`src/rtl/code_packer_pkg.sv`:
```
// code_packer_pkg
//   Shared definitions for the code packer slice: default code/word/FIFO
//   sizes, the derived word and count widths, the word-control FSM state
//   type and the packed layout of one output FIFO entry.
package code_packer_pkg;

  localparam int DEF_CODE_W         = 2;
  localparam int DEF_CODES_PER_WORD = 4;
  localparam int DEF_DEPTH          = 4;

  localparam int WORD_W = DEF_CODE_W * DEF_CODES_PER_WORD;
  localparam int CNT_W  = $clog2(DEF_CODES_PER_WORD + 1);

  // FILL: accumulating codes. HOLD: one slot left and no FIFO room.
  typedef enum logic {
    FILL = 1'b0,
    HOLD = 1'b1
  } state_t;

  // One buffered word: how many codes are valid, and the packed codes.
  typedef struct packed {
    logic [CNT_W-1:0]  count;
    logic [WORD_W-1:0] data;
  } entry_t;

endpackage

```
`src/rtl/code_packer_fifo.sv`:
```
// code_packer_fifo
//   First-word-fall-through synchronous FIFO holding packed words.
//   Ports:
//     clk, rst      clock, asynchronous active-high reset
//     push, wdata   write wdata when push (ignored when full)
//     pop           drop the head entry (ignored when empty)
//     rdata         head entry, valid whenever !empty
//     full, empty   occupancy flags from the wrapped pointer compare
//     level         number of stored entries (0..DEPTH)
module code_packer_fifo #(
  parameter int WIDTH = 8,
  parameter int DEPTH = 4
) (
  input  logic                     clk,
  input  logic                     rst,
  input  logic                     push,
  input  logic [WIDTH-1:0]         wdata,
  input  logic                     pop,
  output logic [WIDTH-1:0]         rdata,
  output logic                     full,
  output logic                     empty,
  output logic [$clog2(DEPTH):0]   level
);

  localparam int AW = $clog2(DEPTH);

  logic [WIDTH-1:0] mem [DEPTH];
  logic [AW:0]      wr_ptr;
  logic [AW:0]      rd_ptr;
  logic             do_push;
  logic             do_pop;

  // Pointers carry one extra wrap bit: equal low bits with differing wrap
  // bits means every slot is occupied.
  assign empty   = (wr_ptr == rd_ptr);
  assign full    = (wr_ptr[AW] != rd_ptr[AW]) && (wr_ptr[AW-1:0] == rd_ptr[AW-1:0]);
  assign level   = wr_ptr - rd_ptr;
  assign do_push = push && !full;
  assign do_pop  = pop && !empty;
  assign rdata   = mem[rd_ptr[AW-1:0]];

  always_ff @(posedge clk or posedge rst) begin
    if (rst) begin
      wr_ptr <= '0;
      rd_ptr <= '0;
    end else begin
      if (do_push) wr_ptr <= wr_ptr + 1'b1;
      if (do_pop)  rd_ptr <= rd_ptr + 1'b1;
    end
  end

  // Storage needs no reset: the head is only observed while !empty.
  always_ff @(posedge clk) begin
    if (do_push) mem[wr_ptr[AW-1:0]] <= wdata;
  end

endmodule

```
`src/rtl/code_packer.sv`:
```
// code_packer
//   Packs consecutive CODE_W-bit codes into words of CODES_PER_WORD codes,
//   first code in the least significant slot, and hands finished (or
//   flushed partial) words to the consumer through an FWFT FIFO.
//   Ports:
//     clk, rst               clock, asynchronous active-high reset
//     in_valid/in_code       incoming code, accepted when in_ready is high
//     in_ready               room for another code
//     flush / flush_ack      level request to emit the partial word, and
//                            the pulse marking the cycle it was taken
//     out_valid/out_ready    consumer handshake on the FIFO head
//     out_data/out_count     head word and its number of valid codes
module code_packer
  import code_packer_pkg::*;
#(
  parameter int CODE_W         = DEF_CODE_W,
  parameter int CODES_PER_WORD = DEF_CODES_PER_WORD,
  parameter int DEPTH          = DEF_DEPTH
) (
  input  logic                                  clk,
  input  logic                                  rst,
  input  logic                                  in_valid,
  input  logic [CODE_W-1:0]                     in_code,
  output logic                                  in_ready,
  input  logic                                  flush,
  output logic                                  flush_ack,
  output logic                                  out_valid,
  output logic [CODE_W*CODES_PER_WORD-1:0]      out_data,
  output logic [$clog2(CODES_PER_WORD+1)-1:0]   out_count,
  input  logic                                  out_ready
);

  localparam int DW = CODE_W * CODES_PER_WORD;
  localparam int CW = $clog2(CODES_PER_WORD + 1);
  localparam int AW = $clog2(DEPTH);

  localparam logic [CW-1:0] LAST_SLOT  = CW'(CODES_PER_WORD - 1);
  localparam logic [CW-1:0] WORD_CODES = CW'(CODES_PER_WORD);
  localparam logic [AW:0]   FIFO_CAP   = (AW + 1)'(DEPTH);

  state_t          state;
  logic [CW-1:0]   acc_cnt;
  logic [CW-1:0]   next_cnt;
  logic [DW-1:0]   acc;
  logic [DW-1:0]   next_acc;
  logic            accept;
  logic            word_done;
  logic            flush_take;
  logic            push;
  logic            pop;
  logic            fifo_full;
  logic            fifo_empty;
  logic [AW:0]     fifo_level;
  logic [AW:0]     next_level;
  logic [CW+DW-1:0] fifo_wdata;
  logic [CW+DW-1:0] fifo_rdata;

  // HOLD is exactly "last slot pending and FIFO full", so in_ready comes
  // straight from the registered state and never sees out_ready.
  assign in_ready = (state == FILL);
  assign accept   = in_valid && in_ready;

  // Accumulator with the current code folded in, so a flush in the same
  // cycle as an accept emits the word including that code.
  always_comb begin
    next_acc = acc;
    next_cnt = acc_cnt;
    if (accept) begin
      for (int k = 0; k < CODES_PER_WORD; k++) begin
        if (acc_cnt == CW'(k)) next_acc[k*CODE_W +: CODE_W] = in_code;
      end
      next_cnt = acc_cnt + 1'b1;
    end
  end

  assign word_done  = accept && (next_cnt == WORD_CODES);
  assign flush_take = flush && !fifo_full && ((acc_cnt != '0) || accept);
  assign flush_ack  = flush_take;
  assign push       = word_done || flush_take;
  assign pop        = out_valid && out_ready;
  assign fifo_wdata = {next_cnt, next_acc};
  assign next_level = fifo_level + (AW + 1)'(push) - (AW + 1)'(pop);

  // Accumulator and word-control FSM. The next state is computed from the
  // post-edge count and FIFO level so HOLD releases right after a pop.
  always_ff @(posedge clk or posedge rst) begin
    if (rst) begin
      state   <= FILL;
      acc     <= '0;
      acc_cnt <= '0;
    end else begin
      if (push) begin
        acc     <= '0;
        acc_cnt <= '0;
      end else begin
        acc     <= next_acc;
        acc_cnt <= next_cnt;
      end
      if (!push && (next_cnt == LAST_SLOT) && (next_level == FIFO_CAP))
        state <= HOLD;
      else
        state <= FILL;
    end
  end

  code_packer_fifo #(
    .WIDTH (CW + DW),
    .DEPTH (DEPTH)
  ) u_fifo (
    .clk   (clk),
    .rst   (rst),
    .push  (push),
    .wdata (fifo_wdata),
    .pop   (pop),
    .rdata (fifo_rdata),
    .full  (fifo_full),
    .empty (fifo_empty),
    .level (fifo_level)
  );

  assign out_valid = !fifo_empty;
  assign out_data  = out_valid ? fifo_rdata[DW-1:0] : '0;
  assign out_count = out_valid ? fifo_rdata[CW+DW-1:DW] : '0;

endmodule

```
`config.mk`:
```
export PLATFORM = sky130hd
export DESIGN_NAME = code_packer
export DESIGN_NICKNAME = d
export VERILOG_FILES = /design/src/rtl/code_packer_pkg.sv /design/src/rtl/code_packer_fifo.sv /design/src/rtl/code_packer.sv
export SDC_FILE = /design/constraint.sdc
export NUM_CORES = 1
export LEC_CHECK = 0
export CORE_MARGIN = 5
export CORE_UTILIZATION = 62
export DETAILED_ROUTE_END_ITERATION = 7
export PLACE_DENSITY = 0.82
export SLEW_MARGIN = 40
export SYNTH_ARGS = -nofsm -noshare
export SYNTH_HDL_FRONTEND = slang
export SYNTH_HIERARCHICAL = 1
export SYNTH_SLANG_ARGS = --single-unit
export TNS_END_PERCENT = 30
```
`constraint.sdc`:
```
create_clock -name clk -period 6.3 [get_ports clk]
set_input_delay 1.575 -clock clk [delete_from_list [all_inputs] [get_ports clk]]
set_output_delay 1.575 -clock clk [all_outputs]
set_load 0.02 [all_outputs]
```
==> results of run 1 <==
cell usage in the layout, fill, tap and decap left out:
cell type        synthesis  routed
a311oi_2                 1       1
a31o_2                   2       2
and2b_2                  1       1
and3_1                   4       4
and3_2                   3       3
bufinv_16                0       2
clkbuf_1                 1       2
clkbuf_8                 0      10
clkdlybuf4s50_1          0      20
clkinv_2                 0       2
dfrtp_1                 18      17
dfrtp_2                  0       1
edfxtp_1                44      44
fa_1                     2       2
ha_1                    14      14
inv_1                   22      22
mux2_2                   9       9
mux2_4                   2       2
mux2i_1                  3       3
mux4_2                  11      11
nand2_1                  6       6
nand2b_2                 1       1
nand3_1                  1       1
nor2_1                   5       4
nor2_2                   0       1
nor2b_1                 21      21
nor3_2                   1       1
o21ai_0                  2       2
o21ai_2                  1       1
or4b_4                   1       1
xnor2_1                  6       6
xor2_2                   1       1
worst max-delay path: stages:
cell             delay, ns
clkdlybuf4s50_1       0.49
nand2b_2              0.10
a311oi_2              0.36
clkdlybuf4s50_1       0.67
layer usage:
| metal | vias up | GRT usage, % | share of wire [%] |
|---|---|---|---|
| li1 | 708 | - | - |
| met1 | 797 | 26.2 | 43 |
| met2 | 53 | 29.9 | 49 |
| met3 | 6 | 4.92 | 6.2 |
| met4 | 0 | 7.52 | 1.6 |
| met5 | - | 0 | 0 |
stage by stage:
stage | setup WS, ns | hold slack, ns
final | 1.53 | 0.553
after CTS | 1.43 | 0.557
after detailed placement | 1.53 | 0.545
after global placement | 1.57 | 0.518
after floorplan | 2.36 | 0.497
after global routing | 1.47 | 0.586
sequential cells by signal, summed over array words and instances (netlist names):
signal / count
u_fifo/mem: 44
acc: 8
acc_cnt: 3
u_fifo/rd_ptr: 3
u_fifo/wr_ptr: 3
state: 1
worst paths after layout:
kind / start / to
worst max-delay path: in_valid / flush_ack
worst min-delay path: u_fifo/wr_ptr[0] / u_fifo/wr_ptr[0]
worst max register to register: u_fifo/rd_ptr[1] / state
worst min register to register: u_fifo/wr_ptr[0] / u_fifo/wr_ptr[0]
max in group asynchronous: rst / acc[2]
min in group asynchronous: rst / u_fifo/rd_ptr[1]
final cells by class:
cell class	count	area, sq um
fill	261	1090
timing repair buffer	20	200
sequential	62	1770
clock buffer	12	145
clock inverter	4	70.1
tap	52	65.1
multi-input combinational	98	1010
inverter	22	82.6
logic make-up (layout without fill, tap and decap cells):
| logic type | count (synthesis) | after routing | synth area share, % |
|---|---|---|---|
| AO/OA/AOI/OAI | 6 | 6 | 1.78 |
| XOR/XNOR | 7 | 7 | 2.39 |
| adder cells (fa/ha/maj) | 16 | 16 | 7.46 |
| buffers and inverters | 26 | 58 | 3.56 |
| flip-flops | 62 | 62 | 61.4 |
| multiplexers | 25 | 25 | 14.2 |
| AND/OR/NAND/NOR | 44 | 44 | 9.24 |
==> results.json, run 1 <==
{
  "run_status": "complete, no violations",
  "syn_to_final_growth_pct": 16.1,
  "report.final.slew_viol_count": 0,
  "cts-htree-levels": 3,
  "routabilityCongestion": 0.859,
  "ys_ff_latch": 62,
  "startpoint_type": "input port",
  "achievable-frequency_mhz": 210,
  "dominantRegCellSynth": "edfxtp_1",
  "reg2reg_slack_ns": 2.37,
  "post-dp-hpwl_um": 3470,
  "synth_area_leaders": "edfxtp_1, dfrtp_1, mux4_2, ha_1, nor2b_1",
  "finalCriticalPeriod_ns": 4.77,
  "post-synth-top-area-cell": "edfxtp_1",
  "boundaryPins": 21,
  "finish.instance_area_sq_mm": 0.00335,
  "drc": 0,
  "postPlaceCellArea_sq_mm": 0.00313,
  "slew_headroom_pct": 59.4,
  "synth_edf_count": 44,
  "synth-async-reset-ratio_pct": 29.0,
  "critical_path_required_ns": 4.72,
  "worst_ep_arrival_time_ns": 3.20,
  "die-height_um": 78.2,
  "number_of_global_route_vias_before_repair": 1659,
  "globalRouteTotalUtil_pct": 19.2,
  "clkLatencyLatePin_ns": 0.33,
  "core-area_sq_mm": 0.00444,
  "share_of_final_layout_standard_cells_stronger_than_drive_strength_1_pct": 22.9,
  "period_share_pct": 75.8,
  "cts.reportedPaths.clkPinSlew_ns": 0.06,
  "antenna_cells_inserted": 0,
  "max-cap-violations": 0,
  "wire_per_inst_um": 18.5,
  "route.detailed.vias_per_inst": 5.79,
  "cts_hold_buffers": 0,
  "synthTopCellsByCount": "edfxtp_1, inv_1, nor2b_1, dfrtp_1, ha_1",
  "synthesis.nets": 209,
  "critical_path_peak_fanout": 3,
  "ant_nets": 0,
  "max_slew.worst_pin.slew_ns": 0.610,
  "global_route_wire_length_before_repair_um": 8720,
  "cts-resized-gates": 0,
  "globalRouteOverflowTotal": 0,
  "buffer_ports.inserted": 20,
  "postSynthAreaPerCell_sq_um": 15.5,
  "post_layout_nonfiller_instances": 270,
  "synthesis.instances": 186,
  "initialDrtViolationCount": 94,
  "fp.dieW_um": 78.2,
  "pin_count_of_the_biggest_net_entering_global_routing": 19,
  "timing.final.hold_violations": 0,
  "worstSetupEndpointType": "output pin",
  "cts_buffer_depth": 2,
  "utilization_pct": 75.4,
  "critical_path_class": "in -> out",
  "placement_row_count": 24,
  "syn-cell-area_sq_mm": 0.00289,
  "initial_utilization_pct": 64.9,
  "hold_path_depth": 1,
  "cts_setup_buffers": 0,
  "grt_antenna_before_repair": 0,
  "setup_viol": 0,
  "dr_total_vias": 1564,
  "yosysTopAreaCellShare_pct": 45.8,
  "rsz0062_at_grt": "no",
  "die-area_sq_mm": 0.00612,
  "cts_buffers": 9,
  "rr_worst_depth": 12,
  "synth.yosys.seq_area_share_pct": 61.4,
  "layout_net_count": 236,
  "placed_cells": 254,
  "timing.setup.tns_ns": 0,
  "drt_pass1_iterations": 4,
  "routed_wirelength_um": 5000,
  "cell_with_the_most_instances_after_synthesis": "edfxtp_1",
  "cts_root_buf": "clkbuf_8",
  "cts_sinks": 62,
  "yosys.cell_types.count": 29,
  "cts_tree": "done",
  "clock_skew_ns": 0.00657,
  "synth_warnings": 6,
  "hold_class": "reg -> reg"
}
Power of run 1 is left out: the tool's default activity adds up to more than one toggle a clock period on the data nets, which glitch-free logic cannot reach.
==> run 2: changes to the inputs <==
--- a/config.mk
+++ b/config.mk
@@ -6,9 +6,9 @@
 export NUM_CORES = 1
 export LEC_CHECK = 0
 export CORE_MARGIN = 5
-export CORE_UTILIZATION = 62
+export CORE_UTILIZATION = 52
 export DETAILED_ROUTE_END_ITERATION = 7
-export PLACE_DENSITY = 0.82
+export PLACE_DENSITY = 0.73
 export SLEW_MARGIN = 40
 export SYNTH_ARGS = -nofsm -noshare
 export SYNTH_HDL_FRONTEND = slang
==> constraint.sdc (replaced) <==
create_clock -name clk -period 4.11 [get_ports clk]
set_input_delay 1.0275 -clock clk [delete_from_list [all_inputs] [get_ports clk]]
set_output_delay 1.0275 -clock clk [all_outputs]
set_load 0.02 [all_outputs]
==> results.json, run 2 (synthesis gave the netlist of run 1 again) <==
{
  "run_status": "complete, no violations",
  "die-area_sq_mm": 0.00714,
  "boundaryPins": 21,
  "period_share_pct": 89.3,
  "rsz0062_at_grt": "no",
  "cts_sinks": 62,
  "wire_per_inst_um": 17.8,
  "area_taken_by_multi_input_logic_gates_sq_mm": 0.00101,
  "buffer_ports.inserted": 20,
  "syn_to_final_growth_pct": 18.3,
  "globalRouteOverflowTotal": 0,
  "critical_path_class": "in -> out",
  "post-dp-hpwl_um": 3640,
  "number_of_global_route_vias_before_repair": 1682,
  "layout_net_count": 239,
  "routed_wirelength_um": 5210,
  "cts_hold_buffers": 0,
  "mostFrequentLayoutCell": "edfxtp_1",
  "dr_total_vias": 1557,
  "sequential_cell_area_sq_mm": 0.00177,
  "clkLatencyLatePin_ns": 0.33,
  "timing.critical_path.max_delay_family": "buffers and inverters",
  "final_cell_mix": "edfxtp_1, inv_1, nor2b_1, clkdlybuf4s50_1, dfrtp_1",
  "share_of_final_layout_standard_cells_stronger_than_drive_strength_1_pct": 24.0,
  "cts_tree": "done",
  "timing.final.hold_violations": 0,
  "achievable-frequency_mhz": 272,
  "cts_buffers": 9,
  "finalCriticalPeriod_ns": 3.67,
  "setup_viol": 0,
  "path_common_cell": "clkdlybuf4s50_1",
  "grt_antenna_before_repair": 0,
  "drt_pass1_iterations": 4,
  "ant_nets": 0,
  "cts-htree-levels": 3,
  "route.detailed.vias_per_inst": 5.31,
  "initial_utilization_pct": 53.0,
  "critical_path_required_ns": 3.08,
  "clock_skew_ns": 0.00787,
  "routabilityCongestion": 0.851,
  "worst_ep_arrival_time_ns": 2.64,
  "cts_buffer_depth": 2,
  "hold_class": "reg -> reg",
  "max-cap-violations": 0,
  "globalRouteTotalUtil_pct": 16.5,
  "worstPathCellList": "clkdlybuf4s50_1 > nand2b_2 > a311oi_2 > clkdlybuf4s50_1",
  "cp.buffers_inverters": 2,
  "cts_root_buf": "clkbuf_8",
  "initialDrtViolationCount": 106,
  "core-area_sq_mm": 0.00544,
  "die-height_um": 84.5,
  "startpoint_type": "input port",
  "fillers": 399,
  "drc": 0,
  "antenna_cells_inserted": 0,
  "cts.reportedPaths.clkPinSlew_ns": 0.07,
  "fp.dieW_um": 84.5,
  "worstSetupEndpointType": "output pin",
  "cts_setup_buffers": 0,
  "crit_slowest_cell": "clkdlybuf4s50_1",
  "critical_path.max_stage_delay_ns": 0.68,
  "report.final.slew_viol_count": 0,
  "timing.setup.tns_ns": 0,
  "slew_headroom_pct": 58.0,
  "critical_path_peak_fanout": 3,
  "placement_row_count": 27,
  "max_slew.worst_pin.slew_ns": 0.631,
  "cts-resized-gates": 0,
  "global_route_wire_length_before_repair_um": 8770,
  "pin_count_of_the_biggest_net_entering_global_routing": 18,
  "number_of_flip_flops_in_the_largest_register": 44
}
run 2: cell types whose count changed in the layout (fill, tap and decap cells not counted), sizes merged:
cell and change:
buf +3, clkbuf +1, clkinv -1
run 2: stage by stage:
stage | cells | util (%) | instance area, sq um | setup slack, ns | hold slack (ns)
CTS | 293 | 62.7 | 3410 | 0.239 | 0.559
global placement | 277 | 58.4 | 3180 | 0.480 | 0.515
detailed placement | 277 | 58.4 | 3180 | 0.359 | 0.543
global route | 293 | 62.8 | 3410 | 0.346 | 0.604
floorplan | 186 | - | 2890 | 0.553 | 0.497
finish | 293 | 62.8 | 3410 | 0.439 | 0.549
run 2: final cells by class:
cell class | instances | area share [%]
timing repair buffer | 23 | 6.52
inverter | 22 | 2.42
clock inverter | 3 | 1.91
clock buffer | 13 | 4.95
multi-input combinational | 98 | 29.7
sequential | 62 | 51.9
tap | 72 | 2.64
run 2: final timing paths:
kind,from,endpoint,slack (ns),depth (start not counted)
setup reg to reg,u_fifo/wr_ptr[0],state,0.59,12
max in group asynchronous,rst,acc[0],2.72,2
setup / recovery,in_valid,flush_ack,0.44,4
min in group asynchronous,rst,u_fifo/wr_ptr[1],0.95,2
hold reg to reg,u_fifo/wr_ptr[0],u_fifo/wr_ptr[0],0.55,1
hold / removal,u_fifo/wr_ptr[0],u_fifo/wr_ptr[0],0.55,1
run 2: per-layer routing:
metal / vias up / part of all wire (%) / GRT usage (%)
li1: 721 / - / -
met1: 792 / 43 / 21.4
met2: 35 / 51 / 25.7
met3: 9 / 4.5 / 4.02
met4: 0 / 1.9 / 8.78
met5: - / 0 / 0
Power of run 2 is left out for the same reason.
==> run 3: changes to the inputs <==
--- a/config.mk
+++ b/config.mk
@@ -9,7 +9,7 @@
 export CORE_UTILIZATION = 52
 export DETAILED_ROUTE_END_ITERATION = 7
 export PLACE_DENSITY = 0.73
-export SLEW_MARGIN = 40
+export SLEW_MARGIN = 30
 export SYNTH_ARGS = -nofsm -noshare
 export SYNTH_HDL_FRONTEND = slang
 export SYNTH_HIERARCHICAL = 1
==> results.json, run 3 (synthesis gave the netlist of run 1 again) <==
{
  "dr_total_vias": 1544,
  "global_route_wire_length_before_repair_um": 8770,
  "globalRouteOverflowTotal": 0,
  "cts_setup_buffers": 0,
  "finalCriticalPeriod_ns": 3.81,
  "hold_class": "reg -> reg",
  "dp_slack_ns": 0.359,
  "rr_worst_depth": 12,
  "cts_sinks": 62,
  "min-delay-start": "u_fifo/wr_ptr[0]",
  "timing.final.hold_violations": 0,
  "report.final.slew_viol_count": 0,
  "critical_path.reg2reg.startpoint": "u_fifo/wr_ptr[0]",
  "cts-htree-levels": 3,
  "die-height_um": 84.5,
  "wire_per_inst_um": 17.7,
  "drt_pass1_iterations": 4,
  "run_status": "complete, no violations",
  "antenna_cells_inserted": 0,
  "cts_buffers": 9,
  "final_cell_mix": "edfxtp_1, inv_1, nor2b_1, clkdlybuf4s50_1, dfrtp_1",
  "cts.reportedPaths.clkPinSlew_ns": 0.07,
  "routed_wirelength_um": 5200,
  "globalRouteTotalUtil_pct": 16.5,
  "slew_headroom_pct": 41.5,
  "crit_slowest_cell": "nor2_1",
  "number_of_global_route_vias_before_repair": 1682,
  "final_critical_path_setup_slack_ns": 0.302,
  "core-area_sq_mm": 0.00544,
  "critical_path.max_stage_delay_ns": 0.70,
  "fp.dieW_um": 84.5,
  "placement_row_count": 27,
  "pin_count_of_the_biggest_net_entering_global_routing": 18,
  "cts_buffer_depth": 2,
  "layout_net_count": 239,
  "reg2reg_slack_ns": 0.35,
  "route.detailed.vias_per_inst": 5.27,
  "grt_antenna_before_repair": 0,
  "post_layout_nonfiller_instances": 293,
  "mostFrequentLayoutCell": "edfxtp_1",
  "worstSetupEndpointType": "output pin",
  "drc": 0,
  "worst_ep_arrival_time_ns": 2.78,
  "startpoint_type": "flip-flop",
  "rsz0062_at_grt": "no",
  "critical_path_required_ns": 3.08,
  "timing.hold.worst_endpoint": "u_fifo/wr_ptr[0]",
  "period_share_pct": 92.6,
  "timing.setup.tns_ns": 0,
  "share_of_final_layout_standard_cells_stronger_than_drive_strength_1_pct": 23.5,
  "max_slew.worst_pin.slew_ns": 0.874,
  "initialDrtViolationCount": 102,
  "r2r_end": "state",
  "cts-resized-gates": 0,
  "fillers": 399,
  "cts_tree": "done",
  "buffer_ports.inserted": 20,
  "cts_hold_buffers": 0,
  "critical_path_peak_fanout": 13,
  "hold_path_depth": 1,
  "clkLatencyLatePin_ns": 0.33,
  "cts_root_buf": "clkbuf_8",
  "number_of_flip_flops_in_the_largest_register": 44,
  "max-cap-violations": 0,
  "critical_path_class": "reg -> out",
  "clock_skew_ns": 0.00698,
  "placed_cells": 277,
  "setup_viol": 0,
  "achievable-frequency_mhz": 263,
  "initial_utilization_pct": 53.0,
  "ant_nets": 0,
  "die-area_sq_mm": 0.00714,
  "routabilityCongestion": 0.851,
  "post-dp-hpwl_um": 3640,
  "syn_to_final_growth_pct": 18.3,
  "worstPathCellList": "inv_1 > ha_1 > nand2_1 > nor2_1 > nor2b_1 > clkdlybuf4s50_1",
  "boundaryPins": 21
}
-- run 3: routing by layer --
metal | global-route usage, % | part of all wire (%)
met1 | 21.4 | 43
met2 | 25.7 | 51
met4 | 8.78 | 1.7
met3 | 4.02 | 3.7
met5 | 0 | 0
-- run 3: worst max path at each step --
| stage | slack [ns] | start | end | depth (start not counted) |
|---|---|---|---|---|
| 2_1_floorplan | 0.55 | u_fifo/rd_ptr[1] | state | 13 |
| 3_3_place_gp | 0.48 | in_valid | flush_ack | 4 |
| 3_5_place_dp | 0.36 | u_fifo/wr_ptr[0] | state | 12 |
| 4_1_cts | 0.24 | u_fifo/wr_ptr[0] | out_count[2] | 6 |
| 5_1_grt | 0.07 | u_fifo/wr_ptr[0] | state | 12 |
| 6_report | 0.30 | u_fifo/wr_ptr[0] | out_count[2] | 6 |
-- run 3: final cells by class --
cell class / count / area [sq um] / area share [%]
flip-flops and latches: 62 / 1770 / 51.9
clock buffers: 13 / 169 / 4.95
clock inverters: 3 / 65.1 / 1.91
multi-input cells: 98 / 1010 / 29.6
repair buffers: 23 / 223 / 6.53
well taps: 72 / 90.1 / 2.64
inverters: 22 / 82.6 / 2.42
-- run 3: worst max-delay path: cells and delay by family, from the launching register on --
family,cells,cell delay [ns]
and+or+nand+nor,3,1.00
buffers and inverters,2,0.69
DFF,1,0.41
adders and majority gates,1,0.35
-- run 3: stage by stage --
stage	hold slack, ns	instance area [sq um]	utilization (%)
finish	0.547	3410	62.7
CTS	0.559	3410	62.7
detailed placement	0.543	3180	58.4
global placement	0.515	3180	58.4
global route	0.604	3410	62.7
floorplan	0.497	2890	-
Power of run 3 is left out for the same reason.
